**config.mk**
```make
export PLATFORM = sky130hd
export DESIGN_NAME = rst_seq
export DESIGN_NICKNAME = d
export VERILOG_FILES = /design/src/rtl/rst_seq.sv
export SDC_FILE = /design/constraint.sdc
export NUM_CORES = 1
export LEC_CHECK = 0
export CORE_UTILIZATION = 45
export CTS_BUF_LIST = sky130_fd_sc_hd__clkbuf_8
export DETAILED_ROUTE_END_ITERATION = 12
export GPL_ROUTABILITY_DRIVEN = 0
export PLACE_DENSITY = 0.68
export SYNTH_ARGS = -nofsm -noshare
export SYNTH_HDL_FRONTEND = slang
export SYNTH_SLANG_ARGS = --single-unit
```
**constraint.sdc**
```tcl
create_clock -name clk -period 3.4 [get_ports clk]
set_input_delay 0.51 -clock clk [delete_from_list [all_inputs] [get_ports clk]]
set_output_delay 0.51 -clock clk [all_outputs]
set_load 0.01 [all_outputs]
```
**src/rtl/rst_seq.sv**
```systemverilog
// Reset sequencer: synchronises several async active-low reset sources plus a
// software request, stretches them, then releases the outputs one at a time in index order.
module rst_seq #(
  parameter int SYNC_STAGES = 2,
  parameter int NUM_SRC     = 2,
  parameter int NUM_OUT     = 3,
  parameter int STRETCH     = 16,
  parameter int STEP_DLY    = 8
) (
  input  logic               clk,
  input  logic               rst,
  input  logic [NUM_SRC-1:0] src_rst_n,
  input  logic [NUM_SRC-1:0] src_mask,
  input  logic               sw_rst,
  output logic [NUM_OUT-1:0] rst_n_o,
  output logic               busy,
  output logic [NUM_SRC:0]   cause
);

  localparam int MAXC = (STRETCH > STEP_DLY) ? STRETCH : STEP_DLY;
  localparam int CW   = (MAXC > 1) ? $clog2(MAXC) : 1;
  localparam int IW   = (NUM_OUT > 1) ? $clog2(NUM_OUT) : 1;

  typedef enum logic [1:0] {ASSERT, RELEASE, RUN} state_e;

  state_e                                state_q, state_d;
  logic [SYNC_STAGES-1:0][NUM_SRC-1:0]   sync_q, sync_d;
  logic [CW-1:0]                         cnt_q, cnt_d;
  logic [IW-1:0]                         idx_q, idx_d;
  logic [NUM_OUT-1:0]                    rst_n_q, rst_n_d;
  logic [NUM_SRC:0]                      cause_q, cause_d;
  logic [NUM_SRC:0]                      req;
  logic                                  act;

  always_ff @(posedge clk) begin
    if (rst) begin
      sync_q  <= '0;
      state_q <= ASSERT;
      cnt_q   <= '0;
      idx_q   <= '0;
      rst_n_q <= '0;
      cause_q <= '0;
    end else begin
      sync_q  <= sync_d;
      state_q <= state_d;
      cnt_q   <= cnt_d;
      idx_q   <= idx_d;
      rst_n_q <= rst_n_d;
      cause_q <= cause_d;
    end
  end

  // Mask is applied after the synchroniser, so mask changes act on the very next cycle.
  always_comb begin
    sync_d = {sync_q[SYNC_STAGES-2:0], src_rst_n};
    req    = {sw_rst, ~sync_q[SYNC_STAGES-1] & ~src_mask};
    act    = |req;
  end

  always_comb begin
    state_d = state_q;
    cnt_d   = cnt_q;
    idx_d   = idx_q;
    rst_n_d = rst_n_q;
    cause_d = cause_q;
    case (state_q)
      ASSERT: begin
        rst_n_d = '0;
        cause_d = cause_q | req;
        if (act) begin
          cnt_d = '0;
        end else if (cnt_q == CW'(STRETCH - 1)) begin
          state_d = RELEASE;
          cnt_d   = '0;
          idx_d   = '0;
        end else begin
          cnt_d = cnt_q + 1'b1;
        end
      end
      RELEASE: begin
        if (act) begin
          state_d = ASSERT;
          cnt_d   = '0;
          rst_n_d = '0;
          cause_d = req;
        end else if (cnt_q == CW'(STEP_DLY - 1)) begin
          rst_n_d[idx_q] = 1'b1;
          cnt_d          = '0;
          idx_d          = idx_q + 1'b1;
          if (idx_q == IW'(NUM_OUT - 1)) state_d = RUN;
        end else begin
          cnt_d = cnt_q + 1'b1;
        end
      end
      RUN: begin
        rst_n_d = '1;
        if (act) begin
          state_d = ASSERT;
          cnt_d   = '0;
          rst_n_d = '0;
          cause_d = req;
        end
      end
      default: state_d = ASSERT;
    endcase
  end

  assign rst_n_o = rst_n_q;
  assign busy    = (state_q != RUN);
  assign cause   = cause_q;

endmodule

```
==> metrics.md <==
| Metric | Value |
|---|---|
| Status | `complete, no violations` |
| Final worst path period need | `2190 ps` |
| Syn nets | `131` |
| Worst Path Required | `2890 ps` |
| Layout net count | `143` |
| Clock tree from TritonCTS | `done` |
| Dominant combinational cell family by area after synthesis | `compound AO/OA/AOI/OAI gates` |
| Hold WS | `438 ps` |
| Effective utilization at floorplan | `49.3%` |
| Overall via count from detail_route | `899` |
| Total core area | `2020 sq um` |
| Hold Crit Start | `sync_d[2]` |
| Path type of the worst setup path | `reg -> out` |
| Fraction of the mapped netlist area in compound gates | `24.7%` |
| Critical path's top delay family | `buffers and inverters` |
| Most frequently used flop master after synthesis | `sky130_fd_sc_hd__dfxtp_1` |
| Total overflow reported by the global router | `0` |
| Filler instances | `183` |
| Area share of and/or/nand/nor cells after synthesis | `20.3%` |
| Post-synthesis mux area share | `3.01%` |
| Setup repair after global routing missed its margin | `false` |
| Port-buffer cells | `13` |
| Post-route antenna net violation count | `0` |
| Inserted Clock Buffers | `3` |
| Final routed wire length divided by cell count | `14.0 um` |
| Number of rows in the core area | `16` |
| Max rail drop VDD | `0.249 mV` |
| Total power | `0.000430 W` |
| EDFF count, synth | `0` |
| Most common cell after layout, fill and taps aside | `sky130_fd_sc_hd__dfxtp_1` |
| Combinational Power Share | `8.0%` |
| CTS H-tree lvls | `1` |
| Maximum fanout along the worst path | `7` |
| Share of power burned in registers | `50.9%` |
| CTS clock-pin slew for the worst setup and hold paths | `70 ps` |
| Worst reg2reg path depth | `6` |
| Final WS setup | `1210 ps` |
| Data arrival at the endpoint of the critical path | `1680 ps` |
| Setup Skew | `3.49 ps` |
| Average cell area after synthesis | `8.60 sq um` |
| Number of vias per cell after detailed routing | `5.84` |
| Number of post-CTS setup repair buffers | `0` |
| Crit start category | `flop` |
| Adder and majority gate portion of the synthesized area | `10.0%` |
| Number of buffers inserted for hold repair after clock tree synthesis | `0` |
| Clock latency on the worst-skew pair | `250 ps` |
| Slowest cell on the critical path | `sky130_fd_sc_hd__clkdlybuf4s50_1` |
| Share of synthesized area occupied by flip-flops and latches | `36.1%` |
| Hold Path Depth | `1` |
| Via count of the first global-routing pass | `822` |
| Initial antenna violation count | `0` |
| Internal power summed over all cells | `0.000336 W` |
| Critical path endpoint category | `output pin` |
| Leakage power total | `0.463 nW` |
| Synth Cell Area | `997 sq um` |
| Full die area | `2410 sq um` |
| Class of the tightest hold or removal check | `reg -> reg` |
| Number of instances in the synthesized netlist | `116` |
| PwrDens | `360 nW/um^2` |
| Worst slew margin relative to its limit | `53.5%` |
| Pin slew with the least headroom to its limit | `695 ps` |
| Number of antenna diodes | `0` |
| Die Span X | `49.1 um` |
| Number of unique standard cell types used by synthesis | `36` |
| Cell with the most instances on the worst path | `sky130_fd_sc_hd__inv_1` |
| Cell at the root of the clock tree | `sky130_fd_sc_hd__clkbuf_8` |
| Layout cell share with drive strength beyond 1 | `4.72%` |
| Async set-or-reset flop fraction in the synthesized netlist | `0%` |
| DRC Markers | `0` |
| Count of maximum capacitance violations | `0` |
| Wire length of the first global-routing pass | `3.62 mm` |
| Detailed-placement wirelength estimate | `1.57 mm` |
| Most frequent cells in the layout | `sky130_fd_sc_hd__dfxtp_1 (18), sky130_fd_sc_hd__clkdlybuf4s50_1 (13), sky130_fd_sc_hd__nor2_1 (12)` |
| Final-report max-slew violation count | `0` |
| Yosys warns | `0` |
| Synth Area in XOR/XNOR | `0.878%` |
| 1st-iter DRT viols | `25` |
| Final setup vio count | `0` |
| Wire length reported by the detailed router | `2.16 mm` |
| Resized Gates After CTS | `0` |
| Fraction of power spent switching nets | `21.8%` |
| Crit Reg-Reg Startpoint | `state_q[1]` |
| Register-to-register path setup slack | `1580 ps` |
| Clock group share of total power | `41.0%` |
| Clock net sink count | `18` |
| Net switching power | `0.0000935 W` |
| Die height | `49.1 um` |
| Critical Path Max Stage Delay | `540 ps` |
| Hold worst-path end | `sync_q[2]` |
| Largest net degree at the start of global routing | `19` |
| Combined global-route utilization of all metal layers | `19.4%` |
| Crit-path cells | `inv_1 -> ha_1 -> inv_1 -> clkdlybuf4s50_1` |
| Post-Route Setup TNS | `0 ps` |
| Pre-Repair DR Iteration Count | `4` |
| Ports placed on the boundary | `14` |
| Reg-to-reg endpoint | `cnt_q[0]` |
| Maximum frequency from static timing analysis | `0.456 GHz` |
| Number of storage elements in the synthesis netlist | `18` |
| Final period utilization | `64.5%` |
| P&R area growth vs syn | `19.7%` |
| DP Worst Slack | `1160 ps` |
| Clock Path Buffers | `2` |
| Crit path buffers/inverters | `3` |
| Hold violation total from the final report | `0` |
[how the worst max path moves through the flow]
| stage | depth (start not counted) | slack [ps] | to | startpoint |
|---|---|---|---|---|
| finish | 4 | 1210 | busy | state_q[0] |
| CTS | 4 | 1200 | busy | state_q[0] |
| global route | 4 | 1140 | busy | state_q[0] |
| global placement | 5 | 1230 | cnt_q[2] | sw_rst |
| floorplan | 4 | 1770 | cnt_q[2] | src_mask[0] |
| detailed placement | 5 | 1160 | cnt_q[2] | sw_rst |
[layer usage]
metal,vias to the layer above,routed length [um],global-route usage (%)
li1,452,-,-
met1,425,1040,24.7
met2,16,1020,30.6
met3,6,51,3.12
met4,0,44,11.3
met5,-,0,0
[kinds of logic (layout without fill, tap and decap cells)]
| group | count (synthesis) | in the layout |
|---|---|---|
| adders and majority gates | 8 | 8 |
| buffers and inverters | 13 | 24 |
| xor gates and xnor gates | 1 | 1 |
| DFF | 18 | 18 |
| AOI/OAI and AO/OA | 35 | 35 |
| muxes | 3 | 3 |
| and+or+nand+nor | 38 | 38 |
[power by group through the flow]
stage,Combinational (W),Clock [W],Sequential (W)
after global placement,0.0000332,0,0.000224
final,0.0000344,0.000176,0.000219
after global routing,0.0000374,0.000192,0.000219
after floorplan,0.0000157,0,0.000225
after detailed placement,0.0000339,0,0.000224
after CTS,0.0000341,0.000181,0.000219
[layout make-up]
type	count	area [sq um]	share of cell area [%]
multi-input cells	85	588	49.3
flip-flops and latches	18	360	30.2
repair buffers	13	130	10.9
clock buffers	4	55.1	4.61
well taps	27	33.8	2.83
inverters	7	26.3	2.20
[per-stage QoR]
stage / area, sq um / util (%) / instances
6_report: 1190 / 59.0 / 154
5_1_grt: 1190 / 59.0 / 154
4_1_cts: 1190 / 59.0 / 154
3_5_place_dp: 1140 / 56.3 / 150
3_3_place_gp: 1140 / 56.3 / 150
2_1_floorplan: 997 / - / 116
[flip-flops by register name (all words and copies together) (netlist names)]
signal / flops
cnt_q: 4
cause: 3
rst_n_o: 3
idx_q: 2
state_q: 2
sync_d: 2
sync_q: 2
[cell usage after synthesis, types with 2 or more instances]
master / number / area share [%]
sky130_fd_sc_hd__dfxtp_1: 18 / 36
sky130_fd_sc_hd__nor3_1: 2 / 1.0
sky130_fd_sc_hd__a21oi_1: 9 / 4.5
sky130_fd_sc_hd__inv_1: 7 / 2.6
sky130_fd_sc_hd__nand3b_1: 2 / 1.5
sky130_fd_sc_hd__clkbuf_1: 6 / 2.3
sky130_fd_sc_hd__mux2i_1: 3 / 3.0
sky130_fd_sc_hd__nand4_1: 2 / 1.3
sky130_fd_sc_hd__nand2_1: 3 / 1.1
sky130_fd_sc_hd__ha_1: 8 / 10
sky130_fd_sc_hd__nor2b_1: 5 / 3.1
sky130_fd_sc_hd__a32oi_1: 2 / 1.8
sky130_fd_sc_hd__o31a_1: 2 / 1.8
sky130_fd_sc_hd__nor2_1: 12 / 4.5
sky130_fd_sc_hd__nand3_1: 4 / 2.0
sky130_fd_sc_hd__o211ai_1: 3 / 2.3
sky130_fd_sc_hd__a311oi_1: 2 / 1.8
sky130_fd_sc_hd__o21ai_0: 6 / 3.0
sky130_fd_sc_hd__a2111oi_0: 3 / 2.6
Power figures use the tool's default switching activity.
